===== src/rtl/mem_layout_pkg.sv =====
// mem_layout_pkg: layout of the PS_BIGREG region of the AXI mem_map.
// Holds the mem_map geometry, the index of every PS_BIGREG entry, the group
// table that bigreg_sequencer walks, and the sequencer state encoding.
// No ports (package).
package mem_layout_pkg;

   localparam int MEM_SIZE = 256;
   localparam int AW       = $clog2(MEM_SIZE);
   localparam int DATA_W   = 16;
   localparam int OUT_W    = 256;
   localparam int NUM_GRP  = 3;

   // Entry indices of each PS_BIGREG group: first data entry and valid entry.
   localparam logic [AW-1:0] PS_SEED_BASE_ID   = 8'd1;
   localparam logic [AW-1:0] PS_SEED_VALID_ID  = 8'd17;
   localparam logic [AW-1:0] CHAN_MUX_BASE_ID  = 8'd30;
   localparam logic [AW-1:0] CHAN_MUX_VALID_ID = 8'd32;
   localparam logic [AW-1:0] SDC_BASE_ID       = 8'd33;
   localparam logic [AW-1:0] SDC_VALID_ID      = 8'd49;

   typedef enum logic [1:0] {
      GRP_SEED = 2'd0,
      GRP_CHAN = 2'd1,
      GRP_SDC  = 2'd2
   } bigreg_grp_t;

   typedef enum logic [1:0] {
      ST_IDLE    = 2'd0,
      ST_READ    = 2'd1,
      ST_DRAIN   = 2'd2,
      ST_PRESENT = 2'd3
   } bigreg_state_t;

   // Group table, element 0 = seed, 1 = chan_mux, 2 = sdc.
   // Each group's data entries sit directly below its valid entry.
   localparam logic [NUM_GRP-1:0][AW-1:0] GRP_BASE =
      {SDC_BASE_ID, CHAN_MUX_BASE_ID, PS_SEED_BASE_ID};
   localparam logic [NUM_GRP-1:0][AW-1:0] GRP_VALID =
      {SDC_VALID_ID, CHAN_MUX_VALID_ID, PS_SEED_VALID_ID};
   localparam logic [NUM_GRP-1:0][4:0] GRP_LEN =
      {5'(SDC_VALID_ID - SDC_BASE_ID),
       5'(CHAN_MUX_VALID_ID - CHAN_MUX_BASE_ID),
       5'(PS_SEED_VALID_ID - PS_SEED_BASE_ID)};

   // Table lookups with constant indices; the unused encoding maps to seed.
   function automatic logic [AW-1:0] grp_base(input bigreg_grp_t g);
      case (g)
         GRP_SEED: return GRP_BASE[0];
         GRP_CHAN: return GRP_BASE[1];
         GRP_SDC:  return GRP_BASE[2];
         default:  return GRP_BASE[0];
      endcase
   endfunction

   function automatic logic [AW-1:0] grp_valid(input bigreg_grp_t g);
      case (g)
         GRP_SEED: return GRP_VALID[0];
         GRP_CHAN: return GRP_VALID[1];
         GRP_SDC:  return GRP_VALID[2];
         default:  return GRP_VALID[0];
      endcase
   endfunction

   // Index of the last data entry of a group (N-1).
   function automatic logic [3:0] grp_last_idx(input bigreg_grp_t g);
      logic [4:0] len_s;
      case (g)
         GRP_SEED: len_s = GRP_LEN[0];
         GRP_CHAN: len_s = GRP_LEN[1];
         GRP_SDC:  len_s = GRP_LEN[2];
         default:  len_s = GRP_LEN[0];
      endcase
      return 4'(len_s - 5'd1);
   endfunction

endpackage


===== src/rtl/rr_arb3.sv =====
// rr_arb3: three-requester round-robin arbiter.
// The search starts at the requester after the last granted one and wraps.
// Ports:
//   clk, rst_n  clock, asynchronous active-low reset
//   req[2:0]    request vector
//   update      the current grant is taken; remember it as last grant
//   gnt[2:0]    combinational one-hot grant (all zero when no request)
//   gnt_idx     index of the granted requester
module rr_arb3 (
   input  logic       clk,
   input  logic       rst_n,
   input  logic [2:0] req,
   input  logic       update,
   output logic [2:0] gnt,
   output logic [1:0] gnt_idx
);

   logic [1:0] last_grant_r;

   // Pick the first requester after last_grant_r, wrapping around.
   always_comb begin
      gnt_idx = 2'd0;
      case (last_grant_r)
         2'd0: begin
            if (req[1])      gnt_idx = 2'd1;
            else if (req[2]) gnt_idx = 2'd2;
            else             gnt_idx = 2'd0;
         end
         2'd1: begin
            if (req[2])      gnt_idx = 2'd2;
            else if (req[0]) gnt_idx = 2'd0;
            else             gnt_idx = 2'd1;
         end
         default: begin
            if (req[0])      gnt_idx = 2'd0;
            else if (req[1]) gnt_idx = 2'd1;
            else             gnt_idx = 2'd2;
         end
      endcase
      if (|req) gnt = 3'b001 << gnt_idx;
      else      gnt = 3'b000;
   end

   // Last-grant register; reset value 2 gives requester 0 first priority.
   always_ff @(posedge clk or negedge rst_n) begin
      if (!rst_n)                last_grant_r <= 2'd2;
      else if (update && (|req)) last_grant_r <= gnt_idx;
      else                       last_grant_r <= last_grant_r;
   end

endmodule


===== src/rtl/bigreg_sequencer.sv =====
// bigreg_sequencer: serves the PS_BIGREG groups (seed, chan_mux, sdc).
// When a group's valid entry is fresh, the block reads the group's 16-bit
// entries in order (clearing each fresh bit as it goes), clears the valid
// entry, and presents the assembled 256-bit register over valid/ready.
// Ports:
//   clk, rst_n           clock, asynchronous active-low reset
//   valid_fresh[2:0]     fresh bits of the seed/chan_mux/sdc valid entries
//   rd_en, rd_addr       mem_map read strobe and index
//   rd_data              mem_map read data, one cycle after rd_en
//   clr_en, clr_addr     fresh-bit clear strobe and index
//   out_data, out_sel    assembled register and its group
//   out_valid, out_ready presentation handshake
//   busy                 sequencer is not idle
module bigreg_sequencer
   import mem_layout_pkg::*;
(
   input  logic              clk,
   input  logic              rst_n,
   input  logic [2:0]        valid_fresh,
   output logic              rd_en,
   output logic [AW-1:0]     rd_addr,
   input  logic [DATA_W-1:0] rd_data,
   output logic              clr_en,
   output logic [AW-1:0]     clr_addr,
   output logic [OUT_W-1:0]  out_data,
   output logic [1:0]        out_sel,
   output logic              out_valid,
   input  logic              out_ready,
   output logic              busy
);

   bigreg_state_t     state_r, state_s;
   bigreg_grp_t       grp_r, grp_s;
   logic [3:0]        k_r, k_s, k_inc_s;
   logic              rd_en_r, rd_en_s;
   logic [AW-1:0]     rd_addr_r, rd_addr_s;
   logic              clr_en_r, clr_en_s;
   logic [AW-1:0]     clr_addr_r, clr_addr_s;
   logic              out_valid_r, out_valid_s;
   logic [1:0]        out_sel_r, out_sel_s;
   logic              busy_r;
   logic              cap_v_r;
   logic [3:0]        cap_idx_r;
   logic [OUT_W-1:0]  asm_r;
   logic              asm_clr_s;
   logic              arb_upd_s;
   logic [2:0]        gnt_s;
   logic [1:0]        gnt_idx_s;

   rr_arb3 u_arb (
      .clk     (clk),
      .rst_n   (rst_n),
      .req     (valid_fresh),
      .update  (arb_upd_s),
      .gnt     (gnt_s),
      .gnt_idx (gnt_idx_s)
   );

   assign k_inc_s = k_r + 4'd1;

   // Next state plus the next value of every registered output, so the
   // strobes for a cycle are already set up on the edge that enters it.
   always_comb begin
      state_s     = state_r;
      grp_s       = grp_r;
      k_s         = k_r;
      rd_en_s     = 1'b0;
      rd_addr_s   = rd_addr_r;
      clr_en_s    = 1'b0;
      clr_addr_s  = clr_addr_r;
      out_valid_s = out_valid_r;
      out_sel_s   = out_sel_r;
      asm_clr_s   = 1'b0;
      arb_upd_s   = 1'b0;
      case (state_r)
         ST_IDLE: begin
            if (|gnt_s) begin
               grp_s      = bigreg_grp_t'(gnt_idx_s);
               arb_upd_s  = 1'b1;
               asm_clr_s  = 1'b1;
               k_s        = 4'd0;
               rd_en_s    = 1'b1;
               rd_addr_s  = grp_base(bigreg_grp_t'(gnt_idx_s));
               clr_en_s   = 1'b1;
               clr_addr_s = grp_base(bigreg_grp_t'(gnt_idx_s));
               state_s    = ST_READ;
            end else begin
               state_s    = ST_IDLE;
            end
         end
         ST_READ: begin
            if (k_r == grp_last_idx(grp_r)) begin
               // Last data entry is on the bus; DRAIN clears the valid entry.
               clr_en_s   = 1'b1;
               clr_addr_s = grp_valid(grp_r);
               state_s    = ST_DRAIN;
            end else begin
               k_s        = k_inc_s;
               rd_en_s    = 1'b1;
               rd_addr_s  = grp_base(grp_r) + {4'd0, k_inc_s};
               clr_en_s   = 1'b1;
               clr_addr_s = grp_base(grp_r) + {4'd0, k_inc_s};
               state_s    = ST_READ;
            end
         end
         ST_DRAIN: begin
            out_valid_s = 1'b1;
            out_sel_s   = grp_r;
            state_s     = ST_PRESENT;
         end
         ST_PRESENT: begin
            if (out_ready) begin
               out_valid_s = 1'b0;
               state_s     = ST_IDLE;
            end else begin
               state_s     = ST_PRESENT;
            end
         end
         default: begin
            out_valid_s = 1'b0;
            state_s     = ST_IDLE;
         end
      endcase
   end

   // FSM state, control and output registers.
   always_ff @(posedge clk or negedge rst_n) begin
      if (!rst_n) begin
         state_r     <= ST_IDLE;
         grp_r       <= GRP_SEED;
         k_r         <= 4'd0;
         rd_en_r     <= 1'b0;
         rd_addr_r   <= 8'd0;
         clr_en_r    <= 1'b0;
         clr_addr_r  <= 8'd0;
         out_valid_r <= 1'b0;
         out_sel_r   <= 2'd0;
         busy_r      <= 1'b0;
         cap_v_r     <= 1'b0;
         cap_idx_r   <= 4'd0;
      end else begin
         state_r     <= state_s;
         grp_r       <= grp_s;
         k_r         <= k_s;
         rd_en_r     <= rd_en_s;
         rd_addr_r   <= rd_addr_s;
         clr_en_r    <= clr_en_s;
         clr_addr_r  <= clr_addr_s;
         out_valid_r <= out_valid_s;
         out_sel_r   <= out_sel_s;
         busy_r      <= (state_s != ST_IDLE);
         // rd_data for the read issued this cycle arrives next cycle.
         cap_v_r     <= rd_en_r;
         cap_idx_r   <= k_r;
      end
   end

   // Assembly register: cleared on grant, one 16-bit lane per returned read.
   // Lanes above the group's length stay zero, which zero-extends chan_mux.
   always_ff @(posedge clk or negedge rst_n) begin
      if (!rst_n)         asm_r <= '0;
      else if (asm_clr_s) asm_r <= '0;
      else if (cap_v_r)   asm_r[{cap_idx_r, 4'b0000} +: DATA_W] <= rd_data;
      else                asm_r <= asm_r;
   end

   assign rd_en     = rd_en_r;
   assign rd_addr   = rd_addr_r;
   assign clr_en    = clr_en_r;
   assign clr_addr  = clr_addr_r;
   assign out_data  = asm_r;
   assign out_sel   = out_sel_r;
   assign out_valid = out_valid_r;
   assign busy      = busy_r;

endmodule


===== config.mk =====
export PLATFORM = sky130hd
export DESIGN_NAME = bigreg_sequencer
export DESIGN_NICKNAME = d
export VERILOG_FILES = /design/src/rtl/mem_layout_pkg.sv /design/src/rtl/rr_arb3.sv /design/src/rtl/bigreg_sequencer.sv
export SDC_FILE = /design/constraint.sdc
export NUM_CORES = 1
export LEC_CHECK = 0
export ABC_AREA = 1
export CAP_MARGIN = 40
export CORE_ASPECT_RATIO = 0.9
export CORE_MARGIN = 4
export CORE_UTILIZATION = 51
export DETAILED_ROUTE_END_ITERATION = 10
export PLACE_DENSITY = 0.84
export SLEW_MARGIN = 20
export SYNTH_ARGS = -nofsm -noshare
export SYNTH_HDL_FRONTEND = slang
export SYNTH_SLANG_ARGS = --single-unit
export TNS_END_PERCENT = 5

===== constraint.sdc =====
create_clock -name clk -period 3.4 [get_ports clk]
set_input_delay 1.02 -clock clk [delete_from_list [all_inputs] [get_ports clk]]
set_output_delay 1.02 -clock clk [all_outputs]
set_load 0.03 [all_outputs]

==> metrics <==
status complete, no violations; Worst-Skew Late Latency 0.54 ns; final worst slack 0.477 ns; commonest non-fill, non-tap cell in the layout nand2_1; number of global-route vias before repair 12.0k; Core Area 25200 µm²; P per Cell Area 1010 nW/µm²; syn avg cell area 8.44 µm²; Seq/Total Area, Yosys 0.558; peak supply drop 0.000643 V; Hold WC Path Type reg -> reg; Layout Utilization 0.692; Max Slew Vio Count 0; total CTS buffers 29; pin count of the biggest net entering global routing 85; CTS tree done; most used cell, CP nand2_1; antenna violations before repair 6; flops & latches, synth 291; Critical Path AT 3.34 ns; required time worst endpoint 3.82 ns; first-pass GRT wire length 68.8 mm; Hold Buf Count CTS 0; Internal 9.57 mW; synth-to-layout area growth 33.4%; Worst-Margin Slew 0.884 ns; Yosys warnings 0; overall routed net length 44.7 mm; Clock Tree Root clkbuf_16; io pins 300; start point of the critical path cap_idx_r[0]$_DFF_PN0_; H-tree depth 1; clock buffer depth 3; Syn Inst Count 1547; Logic pwr share 0.500; DRC 0; Final GP Congestion 0.894; Worst slew margin 0.406; grt ovf 0; total negative slack 0 ns; Clock transition at path regs 0.06 ns; clock period minus worst slack 2.92 ns; Die Y 160 µm; most frequent cells in the layout 387 x nand2_1, 296 x clkdlybuf4s50_1, 289 x dfrtp_1; Hold Path Origin rd_en$_DFF_PN0_; Routed Antenna Nets 0; critical path class reg -> reg; LEAKAGE 7.92 nW; post-DR vias/cell 5.79; switching pwr 8.11 mW; Worst path max stage delay 0.64 ns; Final setup viols 0; Worst Skew 0.00802 ns; Initial Utilization 0.519; Final nets 1838; Clock Power Share 0.201; final worst-path cycle share 0.860; CTS sink count 291; max-capacitance violation count 0; Flop pwr share 0.299; drt first pass iters 6; worst r2r src cap_idx_r[0]$_DFF_PN0_; Mapped Area 13100 µm²; pre-CTS setup slack 0.338 ns; total number of vias 12.6k; 1st-iter DRT viols 1785; Startpoint Class flop; wire length per cell 20.6 µm; final hold vios 0; Crit Path Max Fanout 37; GRT Util Overall 0.306; Worst setup EP type flop; Post-DP HPWL 30.7 mm; net switching fraction of the power 0.459; crit-path cells clkinv_1, buf_4, nand2_1, nand2_1, nand2_2, inv_2, nand3_1, o21ai_0, nor2_1; row count 55; Synth cell types 36; post-CTS sizing 0; IO Port Bufs 297; total die area 28200 µm²; slowest CP cell nand3_1; Fmax 342 MHz; RSZ-0062 raised after global routing no; Post CTS Setup Buffer Count 0; layout cells sized above 1 0.0773; overall die width 177 µm
==> Yosys cell counts, drive strengths merged <==
cell type,count,area [µm²]
nand2,389,1470
dfrtp,290,7260
a21oi,183,916
nor2,168,653
inv,103,387
nand4,103,644
nand3,70,378
clkbuf,68,273
buf,54,299
o21ai,42,214
nor3,34,193
or2,18,113
ha,12,150
o22ai,3,18.8
clkinv,2,7.51
a31oi,1,6.26
conb,1,3.75
dfstp,1,26.3
fa,1,20.0
nor3b,1,12.5
o31ai,1,7.51
xnor2,1,8.76
xor2,1,8.76
==> per-layer routing <==
layer  up-vias  track usage  part of all wire
li1       5574            -                 -
met1      6035        0.423              0.38
met2       797        0.469              0.46
met3       163       0.0649              0.10
met4         2        0.136             0.048
met5         -            0           0.00038
==> path summary, 6_finish.rpt <==
check	endpoint	slack, ns	depth (start not counted)
worst max-delay path	out_data[88]$_DFFE_PN0P_	0.48	9
worst min-delay path	cap_v_r$_DFF_PN0_	0.38	0
worst max register to register	out_data[88]$_DFFE_PN0P_	0.48	9
worst min register to register	cap_v_r$_DFF_PN0_	0.38	0
max in group asynchronous	u_arb.last_grant_r[1]$_DFFE_PN1P_	2.14	2
min in group asynchronous	out_data[245]$_DFFE_PN0P_	0.43	1
==> critical path: cells and delay by family, from the launching register on <==
family,cells,cell delay (ns)
and+or+nand+nor,5,1.03
buffers and inverters,3,0.90
AOI/OAI and AO/OA,1,0.45
DFF,1,0.42
==> cell families after synthesis <==
| group | share of synthesized area |
|---|---|
| other | 0.000287 |
| XOR/XNOR | 0.00134 |
| AO/OA/AOI/OAI | 0.0890 |
| buffers and inverters | 0.0740 |
| flip-flops | 0.558 |
| adder cells (fa/ha/maj) | 0.0130 |
| AND/OR/NAND/NOR | 0.265 |
==> power groups by stage <==
stage	sequential (mW)	combinational (mW)	clock [mW]
finish	5.29	8.83	3.55
global route	5.39	9.44	3.72
CTS	5.28	8.76	3.58
detailed placement	5.31	8.70	0
global placement	5.31	8.47	0
floorplan	6.90	3.72	0
==> state kept, by name (all words and copies together), names as in the netlist <==
register            flops
busy                    1
cap_idx_r               4
cap_v_r                 1
clr_addr                7
clr_en                  1
grp_r                   2
k_r                     4
out_data              256
out_sel                 2
out_valid               1
rd_addr                 7
rd_en                   1
state_r                 2
u_arb.last_grant_r      2
==> per-stage QoR <==
stage	area [µm²]	instances	power, mW	hold slack [ns]
floorplan	13100	1548	10.6	0.374
global placement	16300	2113	13.8	0.370
detailed placement	16300	2114	14.0	0.378
CTS	17400	2167	17.6	0.383
global route	17400	2173	18.5	0.391
finish	17400	2173	17.7	0.379
==> area by class of cell <==
cell class | instances | area (µm²)
multi-input combinational | 1030 | 4820
tap | 342 | 428
clock buffer | 37 | 806
clock inverter | 16 | 262
antenna | 6 | 15.0
fill | 1916 | 7760
inverter | 105 | 399
timing repair buffer | 346 | 3410
sequential | 291 | 7280
Power figures use the tool's default switching activity.
